File: src/rtl/cpu_fetch_queue.sv
// cpu_fetch_queue: instruction fetch stage with a prefetch queue between the bus and decode.
// Fetches sequentially, parks after control-flow/trap instructions, resumes on jump or IRQ.
module cpu_fetch_queue #(
    parameter logic [31:0] RESET_VECTOR = 32'h0,
    parameter int          QUEUE_DEPTH  = 4
) (
    input  logic                          i_clock,
    input  logic                          i_reset_n,
    input  logic                          i_jump,
    input  logic [31:0]                   i_jump_pc,
    input  logic                          i_irq_pending,
    input  logic [31:0]                   i_irq_pc,
    output logic                          o_irq_dispatched,
    output logic [31:0]                   o_irq_epc,
    output logic                          o_bus_request,
    input  logic                          i_bus_ready,
    output logic [31:0]                   o_bus_address,
    input  logic [31:0]                   i_bus_rdata,
    output logic                          o_valid,
    input  logic                          i_ready,
    output logic [31:0]                   o_pc,
    output logic [31:0]                   o_instruction,
    output logic [$clog2(QUEUE_DEPTH):0]  o_count,
    output logic [31:0]                   o_debug_pc
);
    localparam int AW = $clog2(QUEUE_DEPTH);
    localparam int CW = AW + 1;
    localparam logic [31:0] ECALL = 32'h00000073;
    localparam logic [31:0] WFI   = 32'h10500073;
    localparam logic [31:0] MRET  = 32'h30200073;

    typedef enum logic [1:0] {FETCH = 2'd0, WAIT_JUMP = 2'd1, WAIT_IRQ = 2'd2} state_t;

    state_t         state_q, state_d;
    logic [31:0]    pc_q, pc_d, addr_q, addr_d, epc_q, epc_d;
    logic           req_q, req_d, drop_q, drop_d, irq_r_q, hold_q, hold_d, disp_q;
    logic [CW-1:0]  count_q, count_d;
    logic [AW-1:0]  rd_q, rd_d, wr_q, wr_d;
    logic [31:0]    pc_mem_q  [QUEUE_DEPTH];
    logic [31:0]    ins_mem_q [QUEUE_DEPTH];
    logic           irq_edge, dispatch, valid, pop, push, busy, issue, is_jump, is_trap;
    logic [6:0]     opcode;

    always_comb begin
        irq_edge = i_irq_pending && !irq_r_q;
        dispatch = (state_q == FETCH && irq_edge)
                || (state_q == WAIT_IRQ && (irq_edge || hold_q) && count_q == '0);
        valid    = count_q != '0 && !irq_edge;
        pop      = valid && i_ready;
        // A word returning after a flush is marked for drop and never enters the queue
        push     = req_q && i_bus_ready && !drop_q && !dispatch && state_q == FETCH;
        busy     = req_q && !i_bus_ready;
        opcode   = i_bus_rdata[6:0];
        is_jump  = opcode == 7'b1101111 || opcode == 7'b1100111 || opcode == 7'b1100011
                || i_bus_rdata == MRET;
        is_trap  = i_bus_rdata == ECALL || i_bus_rdata == WFI;
        state_d  = dispatch ? FETCH
                 : (push && is_jump) ? WAIT_JUMP
                 : (push && is_trap) ? WAIT_IRQ
                 : (state_q == WAIT_JUMP && i_jump) ? FETCH
                 : (state_q == FETCH || state_q == WAIT_JUMP || state_q == WAIT_IRQ) ? state_q
                 : FETCH;
        pc_d     = dispatch ? i_irq_pc
                 : (state_q == WAIT_JUMP && i_jump) ? i_jump_pc
                 : (push && !is_jump && !is_trap) ? pc_q + 32'd4
                 : pc_q;
        hold_d   = dispatch ? 1'b0 : (state_q == WAIT_IRQ && irq_edge) ? 1'b1 : hold_q;
        count_d  = dispatch ? '0 : count_q + CW'(push) - CW'(pop);
        rd_d     = dispatch ? '0 : rd_q + AW'(pop);
        wr_d     = dispatch ? '0 : wr_q + AW'(push);
        issue    = !busy && state_d == FETCH && count_d < CW'(QUEUE_DEPTH);
        req_d    = busy || issue;
        drop_d   = busy && (drop_q || dispatch);
        addr_d   = issue ? {pc_d[31:2], 2'b00} : addr_q;
        epc_d    = !dispatch ? epc_q
                 : (state_q == FETCH && count_q != '0) ? pc_mem_q[rd_q] : pc_q;
    end

    always_ff @(posedge i_clock or negedge i_reset_n) begin
        if (!i_reset_n) begin
            state_q <= FETCH;
            pc_q    <= RESET_VECTOR;
            addr_q  <= '0;
            epc_q   <= '0;
            req_q   <= 1'b0;
            drop_q  <= 1'b0;
            irq_r_q <= 1'b0;
            hold_q  <= 1'b0;
            disp_q  <= 1'b0;
            count_q <= '0;
            rd_q    <= '0;
            wr_q    <= '0;
            for (int i = 0; i < QUEUE_DEPTH; i++) begin
                pc_mem_q[i]  <= '0;
                ins_mem_q[i] <= '0;
            end
        end else begin
            state_q <= state_d;
            pc_q    <= pc_d;
            addr_q  <= addr_d;
            epc_q   <= epc_d;
            req_q   <= req_d;
            drop_q  <= drop_d;
            irq_r_q <= i_irq_pending;
            hold_q  <= hold_d;
            disp_q  <= dispatch;
            count_q <= count_d;
            rd_q    <= rd_d;
            wr_q    <= wr_d;
            if (push) begin
                pc_mem_q[wr_q]  <= pc_q;
                ins_mem_q[wr_q] <= i_bus_rdata;
            end
        end
    end

    assign o_irq_dispatched = disp_q;
    assign o_irq_epc        = epc_q;
    assign o_bus_request    = req_q;
    assign o_bus_address    = addr_q;
    assign o_valid          = valid;
    assign o_pc             = pc_mem_q[rd_q];
    assign o_instruction    = ins_mem_q[rd_q];
    assign o_count          = count_q;
    assign o_debug_pc       = pc_q;
endmodule

File: config.mk
export PLATFORM = sky130hd
export DESIGN_NAME = cpu_fetch_queue
export DESIGN_NICKNAME = d
export VERILOG_FILES = /design/src/rtl/cpu_fetch_queue.sv
export SDC_FILE = /design/constraint.sdc
export NUM_CORES = 1
export LEC_CHECK = 0
export ABC_AREA = 1
export BUFFER_PORTS_ARGS = -buffer_cell sky130_fd_sc_hd__buf_2
export CELL_PAD_IN_SITES_DETAIL_PLACEMENT = 0
export CELL_PAD_IN_SITES_GLOBAL_PLACEMENT = 2
export CORE_MARGIN = 2
export CORE_UTILIZATION = 30
export DETAILED_ROUTE_END_ITERATION = 10
export PLACE_DENSITY = 0.84
export SETUP_SLACK_MARGIN = 0.05
export SLEW_MARGIN = 20
export SYNTH_ARGS = -nofsm -noshare
export SYNTH_HDL_FRONTEND = slang
export SYNTH_SLANG_ARGS = --single-unit
File: constraint.sdc
create_clock -name i_clock -period 2.4 [get_ports i_clock]
set_input_delay 0.24 -clock i_clock [delete_from_list [all_inputs] [get_ports i_clock]]
set_output_delay 0.24 -clock i_clock [all_outputs]
set_load 0.05 [all_outputs]
==> flow_summary.toml, run 1 <==
[layout]
final_util = 0.454
drive_above_1_share = 0.289
fin_nets = 2747
final_cells = 3428
synthToLayoutAreaGrowth_pct = 49.3
diodes = 0

[critical_path]
cp_slowest_stage_delay_ns = 0.33
cp.required_ns = 2.87
path_max_fanout = 31
worst-setup-path-type = "register to register"
cp-start-kind = "register"
cp.arrival_ns = 3.13
cp_num_buf_inv = 6
critPathCaptureType = "register"
path_delay_family = "simple AND/OR/NAND/NOR gates"
cpMaxStageDelayCell = "dfrtp_1"
crit_chain = "inv_1 -> nand2_1 -> inv_1 -> nor3b_2 -> xnor2_2 -> ha_2 -> inv_1 -> fa_2 -> xor2_1 -> or2_1 -> nand2_1 -> inv_1 -> nand2_2 -> nor2_4 -> inv_2 -> buf_12 -> nand2_1 -> nand2_1"

[sta]
timing.fmax_mhz = 376
rsz0062_at_grt = "yes"
tightest_slew_ns = 0.664
slew_headroom = 0.557
setup_ws_ns = -0.262
fin_worst_skew_ns = 0.0182
slew_viol_final = 0
setup_viol = 48
holdWs_ns = 0.0263
hold_violations = 0
finalCritPeriodShare = 1.11
min_period_ns = 2.66

[drt]
viasPerCell = 4.91
drtPass1Iterations = 5
ant_nets = 0
vias = 16800
drt-initial-drc-count = 1031
routedWlPerCell_um = 19.1
wirelength_mm = 65.5
drc = 0

[synth]
synthCells = 2199
ys_types = 34
synth_seq_cells = 364
yosysSeqAreaShare = 0.531
syn_area_per_cell_sq_um = 7.81
yosys_warnings = 0
syn-cell-area_sq_mm = 0.0172

[grt]
antenna_found_initial = 1
grt_pass1_wl_mm = 95.4
grt_usage = 0.205
grt_pass1_vias = 16300
grt_max_degree = 97
grt_overflow = 0

[place]
gp_congestion = 0.944
place_inst = 3174
dp_hpwl_mm = 39.5
dp_slack_ns = -0.250
port_buffers = 265

[floorplanning]
io_pins = 268
die_h_um = 243
start_util = 0.304
dieArea_sq_mm = 0.0592
fp.dieW_um = 243
design.core.area_sq_mm = 0.0565
std_cell_rows = 87

[run]
max_cap_violations = 0

[clock_network]
cts-htree-levels = 2
clk_path_buf_depth = 3
cts.sinks = 364
tritoncts = "built"
cts_buffers = 43
root_buffer = "clkbuf_16"
clock_latency_ns = 0.58
clk_pin_slew_worst_paths_ns = 0.06

[status]
violations = "negative setup slack"
outcome = "finished with violations"

[power]
power_w = 0.0446
p_per_area_mw_per_mm2 = 1740
power_leakage_nw = 12.0
ir_worst_vdd_v = 0.00154

[hold_path]
hp-class = "primary input to register"
[tightest hold or removal path, delay by kind of cell]
kind	cells	cell delay, ns
buf+inv	1	0.08
simple gates	3	0.25
[kinds of logic (layout without fill, tap and decap cells)]
logic type / after synthesis / count (layout) / share of synthesized area
xor gates and xnor gates: 11 / 11 / 0.00561
DFF: 364 / 364 / 0.531
AOI/OAI and AO/OA: 535 / 535 / 0.162
buffers and inverters: 246 / 718 / 0.0595
other: 1 / 2 / 0.000218
and+or+nand+nor: 1038 / 1038 / 0.239
adders and majority gates: 4 / 4 / 0.00335
[metrics by stage]
step,instance area [sq um],TNS [ns]
after floorplan,17200,-8.21
after global placement,20200,-5.40
after detailed placement,20200,-7.30
after CTS,23800,-7.58
after global routing,25600,-16.37
final,25600,-8.10
[metal layers]
layer / track usage / routed length (um) / vias up
met5: 0 / 7 / -
met3: 0.0353 / 3460 / 118
met2: 0.336 / 31000 / 479
met1: 0.278 / 29100 / 8165
met4: 0.0592 / 1970 / 2
li1: - / - / 8084
[final cells by class]
type / count / area [sq um]
Clock buffer: 59 / 1250
Fill cell: 5448 / 30900
Inverter: 108 / 422
Clock inverter: 17 / 200
Timing Repair inverter: 1 / 8.76
Tap cell: 756 / 946
Multi-Input combinational cell: 1590 / 8440
Timing Repair Buffer: 533 / 5240
Sequential cell: 364 / 9120
[cells in the mapped netlist]
master    instances  area (sq um)
o211ai_1          1          7.51
fa_1              1          20.0
nand3b_1          1          7.51
nand3_2           2          20.0
buf_2            60           300
inv_1           104           390
nor2_4            1          11.3
inv_2             4          15.0
nand2_2           2          12.5
o22ai_1          65           407
o21ai_0         238          1190
xnor2_1           2          17.5
xor2_1            9          78.8
o21ai_1          29           145
nand4_4           1          21.3
a21oi_1         195           976
clkbuf_1         70           263
buf_4             6          45.0
nand3_1          70           350
nand2_1         557          2090
a22oi_1           3          22.5
buf_1             2          7.51
nor2_1          375          1410
a21boi_1          2          15.0
ha_1              3          37.5
o21bai_1          2          15.0
or2_2             2          12.5
nand4_1          15          93.8
nor3b_1           1          7.51
nor2_2            7          43.8
nor3_1            3          15.0
or2_1             1          6.26
conb_1            1          3.75
dfrtp_1         364          9110
[report_power, final]
part	switching [W]	total [W]	leakage [nW]	internal [W]
combinational	0.0169	0.0268	6.83	0.00992
sequential	0.00217	0.0110	4.41	0.00885
clock	0.00269	0.00675	0.725	0.00406
total	0.0217	0.0446	12.0	0.0228
[sequential cells by signal, indices dropped and copies added (netlist names)]
name	flops
wr_q	2
hold_q	1
irq_r_q	1
o_irq_dispatched	1
o_debug_pc	32
o_count	3
drop_q	1
pc_mem_q	128
state_q	2
o_irq_epc	32
rd_q	2
o_bus_request	1
ins_mem_q	128
o_bus_address	30
[path summary, 6_finish.rpt]
check                                         start                           end  slack, ns  cells after the start
max                               irq_r_q$_DFF_PN0_  o_bus_address[5]$_DFFE_PN0P_      -0.26                     18
min                                     i_irq_pc[6]  o_bus_address[6]$_DFFE_PN0P_       0.03                      4
max reg2reg                       irq_r_q$_DFF_PN0_  o_bus_address[5]$_DFFE_PN0P_      -0.26                     18
min reg2reg                pc_mem_q[28]$_DFFE_PN0P_      pc_mem_q[28]$_DFFE_PN0P_       0.48                      2
max in group asynchronous                 i_reset_n      o_irq_epc[3]$_DFFE_PN0P_       1.24                      3
min in group asynchronous                 i_reset_n    ins_mem_q[117]$_DFFE_PN0P_       0.22                      2
[cell usage in the layout (no fill, tap or decap), types with 3 or more instances in the layout]
master / instances
a21oi_1: 195
a22oi_1: 3
buf_12: 55
buf_16: 16
buf_2: 200
buf_4: 93
buf_6: 65
buf_8: 9
bufinv_16: 4
clkbuf_1: 6
clkbuf_16: 56
clkbuf_8: 9
clkinv_2: 11
dfrtp_1: 358
dfrtp_2: 5
dlygate4sd3_1: 83
inv_1: 100
inv_2: 7
nand2_1: 554
nand2_2: 3
nand3_1: 68
nand3_2: 3
nand4_1: 15
nor2_1: 302
nor2_2: 44
nor2_4: 37
nor3_2: 3
o21ai_0: 125
o21ai_1: 61
o21ai_2: 57
o21ai_4: 24
o22ai_1: 8
o22ai_2: 41
o22ai_4: 16
xor2_1: 9
[timing repair]
item,CTS,global route
pin swaps,37,81
gates resized for setup,227,352
setup buffers,31,41
endpoints found under the setup margin,94,144
gates cloned,13,16
hold endpoints to repair,175,0
hold buffers,83,0
No activity file was read; power rests on OpenSTA's default activity.
==> run 2: changes to the inputs <==
- CELL_PAD_IN_SITES_GLOBAL_PLACEMENT: 2 -> 1
- CORE_UTILIZATION: 30 -> 38
- PLACE_DENSITY: 0.84 -> 0.85
==> run 2 against run 1 <==
The run still ends with negative setup slack left. Non-clock buffer count down 69. Global-route usage up 3.9 points. Sequential share of layout area up 4.0 points. Register-to-register slack worse by 0.02 ns. Cell area down 10%.
==> flow_summary.toml, run 2 (synthesized netlist as in run 1, its figures left out) <==
[status]
outcome = "finished with violations"
violations = "negative setup slack"

[critical_path]
cp.arrival_ns = 3.12
path_max_fanout = 16
critPathCaptureType = "register"
worst-setup-path-type = "register to register"
cp.required_ns = 2.84
cp-start-kind = "register"

[grt]
grt_pass1_vias = 16500
grt_pass1_wl_mm = 90.6
grt_usage = 0.244
antenna_found_initial = 0
grt_max_degree = 90
grt_overflow = 0

[sta]
tightest_slew_ns = 0.779
timing.fmax_mhz = 373
setup_ws_ns = -0.279
min_period_ns = 2.68
setup_viol = 31
rsz0062_at_grt = "yes"
finalCritPeriodShare = 1.12
slew_viol_final = 0
slew_headroom = 0.480
fin_worst_skew_ns = 0.0221
holdWs_ns = 0.0283
hold_violations = 0

[drt]
vias = 16600
drc = 0
drtPass1Iterations = 5
wirelength_mm = 58.8
drt-initial-drc-count = 1327
routedWlPerCell_um = 18.4
ant_nets = 0
viasPerCell = 5.19

[hold_path]
hp-class = "primary input to register"

[place]
port_buffers = 265
dp_hpwl_mm = 38.3
place_area_sq_mm = 0.0199
gp_congestion = 0.870
place_inst = 3013

[clock_network]
clock_latency_ns = 0.58
tritoncts = "built"
cts-htree-levels = 2
root_buffer = "clkbuf_16"
clk_path_buf_depth = 3
cts.sinks = 364
cts_buffers = 42
clk_pin_slew_worst_paths_ns = 0.06

[layout]
fin_nets = 2677
design_area_sq_mm = 0.0230
fill_cells = 4122
final_cell_mix = "545 x nand2_1, 375 x nor2_1, 358 x dfrtp_1"
top_regs = "ins_mem_q x128, pc_mem_q x128"
mostFrequentLayoutCell = "nand2_1"
final_util = 0.518
synthToLayoutAreaGrowth_pct = 34.1
diodes = 0
final_cells = 3194
drive_above_1_share = 0.205

[floorplanning]
io_pins = 268
start_util = 0.387
std_cell_rows = 77
die_h_um = 217
fp.dieW_um = 217
dieArea_sq_mm = 0.0469
design.core.area_sq_mm = 0.0444

[run]
max_cap_violations = 0

[power]
power_leakage_nw = 11.1
p_per_area_mw_per_mm2 = 1720
ir_worst_vdd_v = 0.00126
## run 2: critical path, cell delays in order (launching register included)
cell and delay (ns):
dfrtp_2 0.41, inv_2 0.07, nand2_4 0.05, nor2_4 0.15, nand3_4 0.10, nand4_4 0.10
xnor2_2 0.12, ha_2 0.19, inv_2 0.04, fa_2 0.32, xor2_1 0.16, or2_1 0.15
nand2_1 0.05, inv_1 0.06, nand2_2 0.06, nor2_4 0.16, inv_6 0.09, buf_12 0.16
nand2_1 0.06, nand2_1 0.06
## run 2: final cells by class
type / count / area (sq um) / share of cell area
sequential: 364 / 9120 / 0.396
multi-input combinational: 1590 / 7330 / 0.319
timing repair buffer: 464 / 3920 / 0.170
clock buffer: 54 / 1180 / 0.0511
tap: 592 / 741 / 0.0322
inverter: 108 / 428 / 0.0186
clock inverter: 21 / 288 / 0.0125
timing repair inverter: 1 / 8.76 / 0.000380
## run 2: metrics by stage
| stage | total power, W | setup TNS (ns) | worst slack [ns] |
|---|---|---|---|
| 2_1_floorplan | 0.0239 | -8.21 | -0.275 |
| 3_3_place_gp | 0.0304 | -4.68 | -0.157 |
| 3_5_place_dp | 0.0308 | -8.51 | -0.293 |
| 4_1_cts | 0.0390 | -7.21 | -0.259 |
| 5_1_grt | 0.0419 | -13.64 | -0.477 |
| 6_report | 0.0397 | -7.79 | -0.279 |
## run 2: final timing paths
kind	from	slack, ns	cells past startpoint	end
setup / recovery	o_count[2]$_DFF_PN0_	-0.28	19	o_bus_address[27]$_DFFE_PN0P_
setup reg to reg	o_count[2]$_DFF_PN0_	-0.28	19	o_bus_address[27]$_DFFE_PN0P_
max in group asynchronous	i_reset_n	1.30	3	pc_mem_q[124]$_DFFE_PN0P_
hold / removal	i_jump_pc[29]	0.03	5	o_debug_pc[29]$_DFF_PN0_
hold reg to reg	ins_mem_q[35]$_DFFE_PN0P_	0.48	2	ins_mem_q[35]$_DFFE_PN0P_
min in group asynchronous	i_reset_n	0.29	2	ins_mem_q[19]$_DFFE_PN0P_
## run 2: where the power goes
part           internal (W)  switching, W
Combinational       0.00697        0.0152
Sequential          0.00885       0.00187
Clock               0.00412       0.00266
## run 2: metal layers
| metal | vias up | track usage | routed length (um) |
|---|---|---|---|
| li1 | 7903 | - | - |
| met1 | 7958 | 0.331 | 25700 |
| met2 | 593 | 0.399 | 27800 |
| met3 | 107 | 0.0375 | 3630 |
| met4 | 0 | 0.0833 | 1630 |
| met5 | - | 0 | 0 |
## run 2: what timing repair did
| action | in CTS | in global routing |
|---|---|---|
| hold endpoints to repair | 194 | 0 |
| endpoints found under the setup margin | 94 | 59 |
| gates cloned | 3 | 7 |
| setup buffers | 8 | 8 |
| pin swaps | 11 | 7 |
| hold buffers | 80 | 0 |
| gates resized for setup | 83 | 32 |
==> run 3: changes to the inputs <==
--- a/constraint.sdc
+++ b/constraint.sdc
@@ -3,2 +3,2 @@
 set_output_delay 0.24 -clock i_clock [all_outputs]
-set_load 0.05 [all_outputs]
+set_load 0.01 [all_outputs]
==> run 3 against run 2 <==
The run still ends with negative setup slack left. Clock-buffer cell count rose by 2. Maximum frequency fell by 3.2%. Non-clock buffer count decreased by 15. Worst hold slack got worse by 0.010 ns. Global-route usage fell by 0.23 points. Largest cell class unchanged.
==> flow_summary.toml, run 3 (synthesized netlist as in run 1, its figures left out) <==
[status]
outcome = "finished with violations"
violations = "negative setup slack"

[drt]
drt-initial-drc-count = 1527
routedWlPerCell_um = 18.3
wirelength_mm = 58.3
vias = 16600
viasPerCell = 5.21
drc = 0
ant_nets = 0
drtPass1Iterations = 7

[floorplanning]
die_h_um = 217
start_util = 0.387
design.core.area_sq_mm = 0.0444
dieArea_sq_mm = 0.0469
fp.dieW_um = 217
io_pins = 268
std_cell_rows = 77

[run]
max_cap_violations = 0

[sta]
slew_viol_final = 0
rsz0062_at_grt = "yes"
setup_viol = 31
finalCritPeriodShare = 1.15
setup_ws_ns = -0.368
holdWs_ns = 0.0181
timing.fmax_mhz = 361
fin_worst_skew_ns = 0.0249
hold_violations = 0
min_period_ns = 2.77
tightest_slew_ns = 0.632
slew_headroom = 0.578

[layout]
drive_above_1_share = 0.210
final_util = 0.509
multi_input_area_sq_mm = 0.00741
fill_cells = 4202
mostFrequentLayoutCell = "nand2_1"
fin_nets = 2660
final_cells = 3180
top_regs = "ins_mem_q x128, pc_mem_q x128"
seqCellArea_sq_mm = 0.00911
synthToLayoutAreaGrowth_pct = 31.8
final_cell_mix = "519 x nand2_1, 375 x nor2_1, 361 x dfrtp_1"
design_area_sq_mm = 0.0226

[place]
place_inst = 3008
dp_hpwl_mm = 38.0
port_buffers = 265
gp_congestion = 0.901
place_area_sq_mm = 0.0197

[clock_network]
clk_pin_slew_worst_paths_ns = 0.06
cts.sinks = 364
root_buffer = "clkbuf_16"
tritoncts = "built"
cts-htree-levels = 2
cts_buffers = 41
clk_path_buf_depth = 3
clock_latency_ns = 0.57

[critical_path]
cp.required_ns = 2.85
crit_start = "o_count[1]$_DFF_PN0_"
reg2reg_from = "o_count[1]$_DFF_PN0_"
path_delay_family = "simple AND/OR/NAND/NOR gates"
cp_slowest_stage_delay_ns = 0.40
cpMaxStageDelayCell = "dfrtp_2"
cp_common_cell = "nand2_1"
crit_chain = "inv_2 -> nand2_4 -> nor2_4 -> nand3_2 -> nand4_4 -> xnor2_2 -> ha_2 -> inv_2 -> fa_2 -> xor2_1 -> or2_1 -> nand2_1 -> inv_1 -> nand2_1 -> nor2_2 -> buf_12 -> inv_12 -> clkbuf_16 -> nand2_2 -> nand2_1"
worst-setup-path-type = "register to register"
critPathCaptureType = "register"
cp.arrival_ns = 3.22
cp-start-kind = "register"
path_max_fanout = 7
cp_num_buf_inv = 6

[grt]
grt_pass1_vias = 16000
antenna_found_initial = 2
grt_overflow = 0
grt_usage = 0.241
grt_pass1_wl_mm = 89.1
grt_max_degree = 129

[power]
p_per_area_mw_per_mm2 = 1470
power_leakage_nw = 11.0
ir_worst_vdd_v = 0.000919

[hold_path]
hold_path.startpoint = "i_jump_pc[2]"
hp-class = "primary input to register"
==> run 3: final timing paths <==
check / endpoint / slack, ns / cells after the start
worst max-delay path: o_bus_address[26]$_DFFE_PN0P_ / -0.37 / 20
worst min-delay path: o_debug_pc[2]$_DFF_PN0_ / 0.02 / 5
worst max register to register: o_bus_address[26]$_DFFE_PN0P_ / -0.37 / 20
worst min register to register: ins_mem_q[32]$_DFFE_PN0P_ / 0.48 / 2
max in group asynchronous: pc_mem_q[67]$_DFFE_PN0P_ / 1.23 / 3
min in group asynchronous: ins_mem_q[22]$_DFFE_PN0P_ / 0.26 / 2
==> run 3: worst min-delay path, cell delays in order <==
cell and delay (ns):
buf_2 0.08, nand2_1 0.05, nand2_1 0.06, nand2_1 0.05, nand2_1 0.07
==> run 3: timing repair <==
item,in CTS,in global routing
gates resized for setup,47,66
endpoints found under the hold margin,176,0
buffers inserted,9,5
gates cloned,3,4
pin swaps,13,24
hold buffers,75,0
setup endpoints to repair,77,60
==> run 3: metrics by stage <==
step                total power (W)  TNS [ns]  setup slack [ns]
detailed placement           0.0244    -11.43            -0.406
global route                 0.0354    -15.13            -0.504
global placement             0.0241     -9.35            -0.329
floorplan                    0.0185     -5.36            -0.176
CTS                          0.0324     -8.55            -0.285
finish                       0.0332     -9.92            -0.368
==> run 3: cell type report <==
type / count / share of cell area
Sequential cell: 364 / 0.403
Clock buffer: 56 / 0.0523
Clock inverter: 20 / 0.0129
Inverter: 108 / 0.0190
Multi-Input combinational cell: 1590 / 0.327
Timing Repair Buffer: 449 / 0.153
Tap cell: 592 / 0.0327
Antenna cell: 1 / 0.000111
==> run 3: power by group <==
| group | total, W | switching (W) | internal [W] | leakage, nW |
|---|---|---|---|---|
| Sequential | 0.0108 | 0.00195 | 0.00884 | 4.41 |
| Combinational | 0.0157 | 0.00963 | 0.00606 | 5.85 |
| Clock | 0.00676 | 0.00264 | 0.00412 | 0.718 |
==> run 3: routing by layer <==
layer,part of all wire,GRT usage
met5,0.00017,0
met4,0.031,0.0840
met3,0.068,0.0473
met2,0.47,0.385
met1,0.44,0.329
